--- src/rtl/lif_pkg.sv ---
// Shared types and helpers for the LIF neuron scheduler and its update datapath.
package lif_pkg;

  localparam int         V_W   = 8;
  localparam logic [7:0] V_MAX = 8'hFF;

  typedef enum logic [1:0] {
    IDLE   = 2'd0,
    UPDATE = 2'd1,
    EMIT   = 2'd2
  } lif_state_e;

  function automatic logic [V_W-1:0] sat_add(input logic [V_W-1:0] a,
                                             input logic [V_W-1:0] b);
    logic [V_W:0] sum;
    sum = {1'b0, a} + {1'b0, b};
    if (sum[V_W]) begin
      sat_add = V_MAX;
    end else begin
      sat_add = sum[V_W-1:0];
    end
  endfunction

endpackage

--- src/rtl/lif_update_core.sv ---
// Combinational LIF membrane update for one neuron: leak, integrate, threshold and refractory.
module lif_update_core
  import lif_pkg::*;
#(
  parameter logic [7:0] THRESHOLD  = 8'd200,
  parameter int         LEAK_SHIFT = 1,
  parameter int         REFRACTORY = 2,
  parameter int         R_W        = 2
) (
  input  logic [V_W-1:0] v_i,
  input  logic [V_W-1:0] pend_i,
  input  logic [R_W-1:0] refr_i,
  output logic [V_W-1:0] v_next_o,
  output logic [R_W-1:0] refr_next_o,
  output logic           fire_o
);

  logic [V_W-1:0] leak_s;

  // v_next_o is the pre-reset potential; the scheduler zeroes stored v on a spike.
  always_comb begin
    leak_s      = v_i - (v_i >> LEAK_SHIFT);
    v_next_o    = {V_W{1'b0}};
    refr_next_o = {R_W{1'b0}};
    fire_o      = 1'b0;
    if (refr_i != {R_W{1'b0}}) begin
      v_next_o    = {V_W{1'b0}};
      refr_next_o = refr_i - R_W'(1);
      fire_o      = 1'b0;
    end else begin
      v_next_o = sat_add(leak_s, pend_i);
      if (v_next_o >= THRESHOLD) begin
        fire_o      = 1'b1;
        refr_next_o = R_W'(REFRACTORY);
      end else begin
        fire_o      = 1'b0;
        refr_next_o = {R_W{1'b0}};
      end
    end
  end

endmodule

--- src/rtl/lif_scheduler.sv ---
// Time-multiplexed LIF scheduler: owns per-neuron state, sweeps on tick, emits spike events.
// Optional dropped-tick counter enabled by defining LIF_OVERRUN_CNT_EN.
module lif_scheduler
  import lif_pkg::*;
#(
  parameter int         N_NEURONS  = 4,
  parameter int         ID_W       = $clog2(N_NEURONS),
  parameter logic [7:0] THRESHOLD  = 8'd200,
  parameter int         LEAK_SHIFT = 1,
  parameter int         REFRACTORY = 2
) (
  input  logic            clk,
  input  logic            reset_n,
  input  logic            tick,
  input  logic            cur_valid,
  output logic            cur_ready,
  input  logic [ID_W-1:0] cur_id,
  input  logic [7:0]      cur_value,
  output logic            spike_valid,
  input  logic            spike_ready,
  output logic [ID_W-1:0] spike_id,
  output logic [7:0]      state_out,
  output logic            busy,
  output logic [7:0]      overrun_cnt
);

  localparam int              R_W     = (REFRACTORY < 1) ? 1 : $clog2(REFRACTORY + 1);
  localparam logic [ID_W-1:0] LAST_ID = ID_W'(N_NEURONS - 1);

  lif_state_e      state_q, state_d;
  logic [ID_W-1:0] idx_q, idx_d;
  logic            spike_valid_q, spike_valid_d;
  logic [ID_W-1:0] spike_id_q, spike_id_d;
  logic [V_W-1:0]  state_out_q, state_out_d;

  logic [V_W-1:0]  v_q    [N_NEURONS];
  logic [V_W-1:0]  v_d    [N_NEURONS];
  logic [V_W-1:0]  pend_q [N_NEURONS];
  logic [V_W-1:0]  pend_d [N_NEURONS];
  logic [R_W-1:0]  refr_q [N_NEURONS];
  logic [R_W-1:0]  refr_d [N_NEURONS];

  logic [V_W-1:0]  core_v_s;
  logic [R_W-1:0]  core_refr_s;
  logic            core_fire_s;

  lif_update_core #(
    .THRESHOLD  (THRESHOLD),
    .LEAK_SHIFT (LEAK_SHIFT),
    .REFRACTORY (REFRACTORY),
    .R_W        (R_W)
  ) u_core (
    .v_i         (v_q[idx_q]),
    .pend_i      (pend_q[idx_q]),
    .refr_i      (refr_q[idx_q]),
    .v_next_o    (core_v_s),
    .refr_next_o (core_refr_s),
    .fire_o      (core_fire_s)
  );

  // Sequencing and per-neuron next-state selection.
  always_comb begin
    state_d       = state_q;
    idx_d         = idx_q;
    spike_valid_d = spike_valid_q;
    spike_id_d    = spike_id_q;
    state_out_d   = state_out_q;
    for (int i = 0; i < N_NEURONS; i++) begin
      v_d[i]    = v_q[i];
      pend_d[i] = pend_q[i];
      refr_d[i] = refr_q[i];
    end
    case (state_q)
      IDLE: begin
        // The write lands before UPDATE reads pend, so a same-cycle tick sees it.
        if (cur_valid) begin
          pend_d[cur_id] = sat_add(pend_q[cur_id], cur_value);
        end else begin
          pend_d[cur_id] = pend_q[cur_id];
        end
        if (tick) begin
          state_d = UPDATE;
          idx_d   = {ID_W{1'b0}};
        end else begin
          state_d = IDLE;
        end
      end
      UPDATE: begin
        v_d[idx_q]    = core_fire_s ? {V_W{1'b0}} : core_v_s;
        refr_d[idx_q] = core_refr_s;
        pend_d[idx_q] = {V_W{1'b0}};
        state_out_d   = core_v_s;
        if (core_fire_s) begin
          spike_id_d    = idx_q;
          spike_valid_d = 1'b1;
          state_d       = EMIT;
        end else if (idx_q == LAST_ID) begin
          state_d = IDLE;
        end else begin
          idx_d = idx_q + ID_W'(1);
        end
      end
      EMIT: begin
        if (spike_ready) begin
          spike_valid_d = 1'b0;
          if (idx_q == LAST_ID) begin
            state_d = IDLE;
          end else begin
            idx_d   = idx_q + ID_W'(1);
            state_d = UPDATE;
          end
        end else begin
          spike_valid_d = 1'b1;
        end
      end
      default: begin
        state_d       = IDLE;
        spike_valid_d = 1'b0;
      end
    endcase
  end

  // Control and output registers.
  always_ff @(posedge clk or negedge reset_n) begin
    if (!reset_n) begin
      state_q       <= IDLE;
      idx_q         <= {ID_W{1'b0}};
      spike_valid_q <= 1'b0;
      spike_id_q    <= {ID_W{1'b0}};
      state_out_q   <= {V_W{1'b0}};
    end else begin
      state_q       <= state_d;
      idx_q         <= idx_d;
      spike_valid_q <= spike_valid_d;
      spike_id_q    <= spike_id_d;
      state_out_q   <= state_out_d;
    end
  end

  // Per-neuron membrane, pending current and refractory storage.
  always_ff @(posedge clk or negedge reset_n) begin
    if (!reset_n) begin
      for (int i = 0; i < N_NEURONS; i++) begin
        v_q[i]    <= {V_W{1'b0}};
        pend_q[i] <= {V_W{1'b0}};
        refr_q[i] <= {R_W{1'b0}};
      end
    end else begin
      for (int i = 0; i < N_NEURONS; i++) begin
        v_q[i]    <= v_d[i];
        pend_q[i] <= pend_d[i];
        refr_q[i] <= refr_d[i];
      end
    end
  end

`ifdef LIF_OVERRUN_CNT_EN
  logic [7:0] ovr_q, ovr_d;

  // Counts ticks that arrive while a sweep is still running; sticks at full scale.
  always_comb begin
    ovr_d = ovr_q;
    if (tick && (state_q != IDLE) && (ovr_q != V_MAX)) begin
      ovr_d = ovr_q + 8'd1;
    end else begin
      ovr_d = ovr_q;
    end
  end

  // Overrun counter register, cleared only by reset.
  always_ff @(posedge clk or negedge reset_n) begin
    if (!reset_n) begin
      ovr_q <= 8'd0;
    end else begin
      ovr_q <= ovr_d;
    end
  end

  assign overrun_cnt = ovr_q;
`else
  assign overrun_cnt = 8'd0;
`endif

  assign cur_ready   = (state_q == IDLE);
  assign busy        = (state_q != IDLE);
  assign spike_valid = spike_valid_q;
  assign spike_id    = spike_id_q;
  assign state_out   = state_out_q;

endmodule

--- config.mk ---
export PLATFORM = sky130hd
export DESIGN_NAME = lif_scheduler
export DESIGN_NICKNAME = d
export VERILOG_FILES = /design/src/rtl/lif_pkg.sv /design/src/rtl/lif_update_core.sv /design/src/rtl/lif_scheduler.sv
export SDC_FILE = /design/constraint.sdc
export NUM_CORES = 1
export LEC_CHECK = 0
export ABC_AREA = 1
export CELL_PAD_IN_SITES_DETAIL_PLACEMENT = 0
export CELL_PAD_IN_SITES_GLOBAL_PLACEMENT = 1
export CORE_MARGIN = 2
export CORE_UTILIZATION = 40
export CTS_CLUSTER_SIZE = 25
export DETAILED_ROUTE_END_ITERATION = 7
export HOLD_SLACK_MARGIN = 0.15
export PLACE_DENSITY_LB_ADDON = 0.1
export SETUP_SLACK_MARGIN = 0.5
export SYNTH_ARGS = -nofsm -noshare
export SYNTH_HDL_FRONTEND = slang
export SYNTH_SLANG_ARGS = --single-unit
--- constraint.sdc ---
create_clock -name clk -period 4.2 [get_ports clk]
set_clock_uncertainty 0.1 [all_clocks]
set_input_delay 0.63 -clock clk [delete_from_list [all_inputs] [get_ports clk]]
set_output_delay 0.63 -clock clk [all_outputs]
set_load 0.005 [all_outputs]
==> summary.md <==
| Metric | Value |
|---|---|
| Outcome | `completed` |
| Crit path from | `idx_q[0]` |
| Final Cell Area | `0.007022 mm^2` |
| Hold WC Path Type | `in2async` |
| Layout area overhead | `27.84%` |
| RR Startpoint | `idx_q[0]` |
| Root Buffer | `clkbuf_16` |
| CP dominant cell by count | `nand2_1` |
| Area of the core | `0.01335 mm^2` |
| Final Hold Fails | `0` |
| Worst Path Buf+Inv | `3` |
| Final ANT Viol Nets | `0` |
| IO buf count | `27` |
| Number of synthesized flops with an enable pin | `0` |
| Global Route Usage Sum | `0.2307` |
| Detailed-route via count | `5,210` |
| Tcrit/Tclk final | `0.9305` |
| Cell taking the most area after synthesis | `dfrtp_1` |
| Routed WL | `16,000 um` |
| Initial DRC Count | `387` |
| Drt pass-1 iters | `7` |
| Overflow after GRT | `0` |
| CP Max Fanout | `6` |
| HPWL after DPL | `11,300 um` |
| Post-synth top area share | `0.3964` |
| Die H | `121.2 um` |
| Max_cap viols | `0` |
| Layout cells sized above 1 | `0.2077` |
| Die area | `0.01469 mm^2` |
| Critical path type | `reg2reg` |
| Post-synth top flop | `dfrtp_1` |
| Worst setup EP type | `register` |
| Synth Instances | `743` |
| Worst path slowest cell | `dfrtp_2` |
| Mean Syn Cell Area | `7.393 um^2` |
| Via/cell ratio | `5.316` |
| First-pass GRT wire length | `26,240 um` |
| Total clock sinks | `87` |
| Netlist cell types | `40` |
| Crit start category | `register` |
| # hold bufs at CTS | `0` |
| Seq/Total Area, Yosys | `0.3964` |
| Max-slew headroom | `0.4003` |
| Pin count of the biggest net entering global routing | `68` |
| Synth warn | `0` |
| Clock-pin slew on the worst setup and hold paths | `0.06 ns` |
| N_diodes | `0` |
| Max clock buf depth | `2` |
| Skew-Pair Late Insertion Delay | `0.35 ns` |
| Place WS | `-0.01047 ns` |
| NumNets Final | `848` |
| Initial Util | `0.4115` |
| Top cells by area, synth | `dfrtp_1 40%, nand2_1 17%, ha_1 7.1%` |
| Crit path largest cell delay | `0.47 ns` |
| Post-Syn Area | `0.005493 mm^2` |
| RePlAce Congestion | `0.8395` |
| Synth async-reset ratio | `1.000` |
| Worst-Margin Slew | `0.8973 ns` |
| RSZ-0062 raised after global routing | `yes` |
| Cts bufs inserted | `9` |
| Layout filler cell count | `1,306` |
| Final setup fails | `0` |
| Synth Register Bits | `87` |
| DP Area | `0.006065 mm^2` |
| FP Rows | `42` |
| Worst setup margin | `0.2917 ns` |
| Arr. time, crit path | `4.05 ns` |
| Max Clk Rate | `255.9 MHz` |
| Residual DRC | `0` |
| Critical Path RT | `4.35 ns` |
| Initial antenna violation count | `0` |
| H-tree level count | `3` |
| Io pins | `36` |
| Die X | `121.2 um` |
| Routed WL per cell | `16.32 um` |
| Tmin final | `3.908 ns` |
| Critical path's top delay family | `simple AND/OR/NAND/NOR gates` |
| CTS tree | `done` |
| Vias in the first global route | `4,935` |
| Max Slew Vio Count | `0` |
-- logic make-up after synthesis --
group | Yosys count | synth area share
and+or+nand+nor | 361 | 0.2752
AOI/OAI and AO/OA | 140 | 0.1453
buffers and inverters | 110 | 0.08496
DFF | 87 | 0.3964
adders and majority gates | 34 | 0.08155
xor gates and xnor gates | 10 | 0.01594
other | 1 | 0.0006827
-- cell usage in the layout (no fill, tap or decap), drive strengths merged --
cell type      count
buf               39
o22ai              4
xor2               4
clkbuf            12
inv               77
or2                1
a211oi             3
nand4             10
a32o               1
bufinv             1
clkinvlp           5
nand3b             2
nor2              32
a21o               1
a22oi              7
o31ai              2
ha                31
nand3             68
nor3               2
xnor2              6
o21a               1
clkinv             2
a32oi              8
o21ai             76
fa                 3
dfrtp             87
a21oi             37
clkdlybuf4s50     26
conb               8
nand2            247
o21bai             1
-- worst paths after layout --
path                           endpoint  slack [ns]  cells after the start
max                          state_q[1]        0.29                     25
min                        state_out[3]        0.29                      1
max reg2reg                  state_q[1]        0.29                     25
min reg2reg                   refr_q[1]        0.38                      2
max in group asynchronous        v_q[6]        2.86                      2
min in group clk              refr_q[1]        0.38                      2
-- synth_stat cells, drive strengths merged (3+ instances only) --
| library cell | instances |
|---|---|
| inv | 78 |
| xor2 | 4 |
| clkbuf | 15 |
| a32oi | 8 |
| o21ai | 76 |
| nand4 | 10 |
| nand3 | 67 |
| a22oi | 7 |
| o22ai | 4 |
| a211oi | 3 |
| xnor2 | 6 |
| nand2 | 247 |
| dfrtp | 87 |
| fa | 3 |
| a21oi | 36 |
| nor2 | 32 |
| buf | 16 |
| ha | 31 |
-- final cells by class --
cell class	instances	area (um^2)	share of cell area
multi-input combinational	555	3407	0.4852
sequential	87	2180	0.3104
timing repair buffer	65	579.3	0.08250
inverter	79	310.3	0.04419
clock buffer	12	256.5	0.03653
tap	176	220.2	0.03136
clock inverter	4	53.80	0.007662
timing repair inverter	2	15.01	0.002138
-- sequential cells by signal, summed over array words and instances (netlist names) --
register     flops
v_q             32
spike_valid      1
pend_q          32
idx_q            2
state_q          2
refr_q           8
spike_id         2
state_out        8
-- routing by layer --
metal / part of all wire / global-route usage
met4: 0.010 / 0.04167
met3: 0.066 / 0.05639
met5: 0 / 0
met1: 0.49 / 0.3507
met2: 0.43 / 0.3346
-- timing repair --
action / in CTS / in global routing
gates resized for setup: 58 / 65
endpoints found under the hold margin: 0 / 0
gates cloned: 5 / 0
endpoints found under the setup margin: 45 / 77
pin swaps: 25 / 25
buffers inserted: 13 / 7
-- through the flow --
| step | util | instances | setup TNS (ns) | hold slack [ns] |
|---|---|---|---|---|
| after floorplan | - | 750 | 0 | 0.2344 |
| after global placement | 0.4543 | 939 | 0 | 0.3637 |
| after detailed placement | 0.4543 | 939 | -0.02025 | 0.3701 |
| after CTS | 0.5057 | 973 | 0 | 0.3467 |
| after global routing | 0.5261 | 980 | 0 | 0.3668 |
| final | 0.5261 | 980 | 0 | 0.2901 |
Power is not shown: default switching activity piles up to over one toggle a cycle in this logic, so the estimate is an artifact.
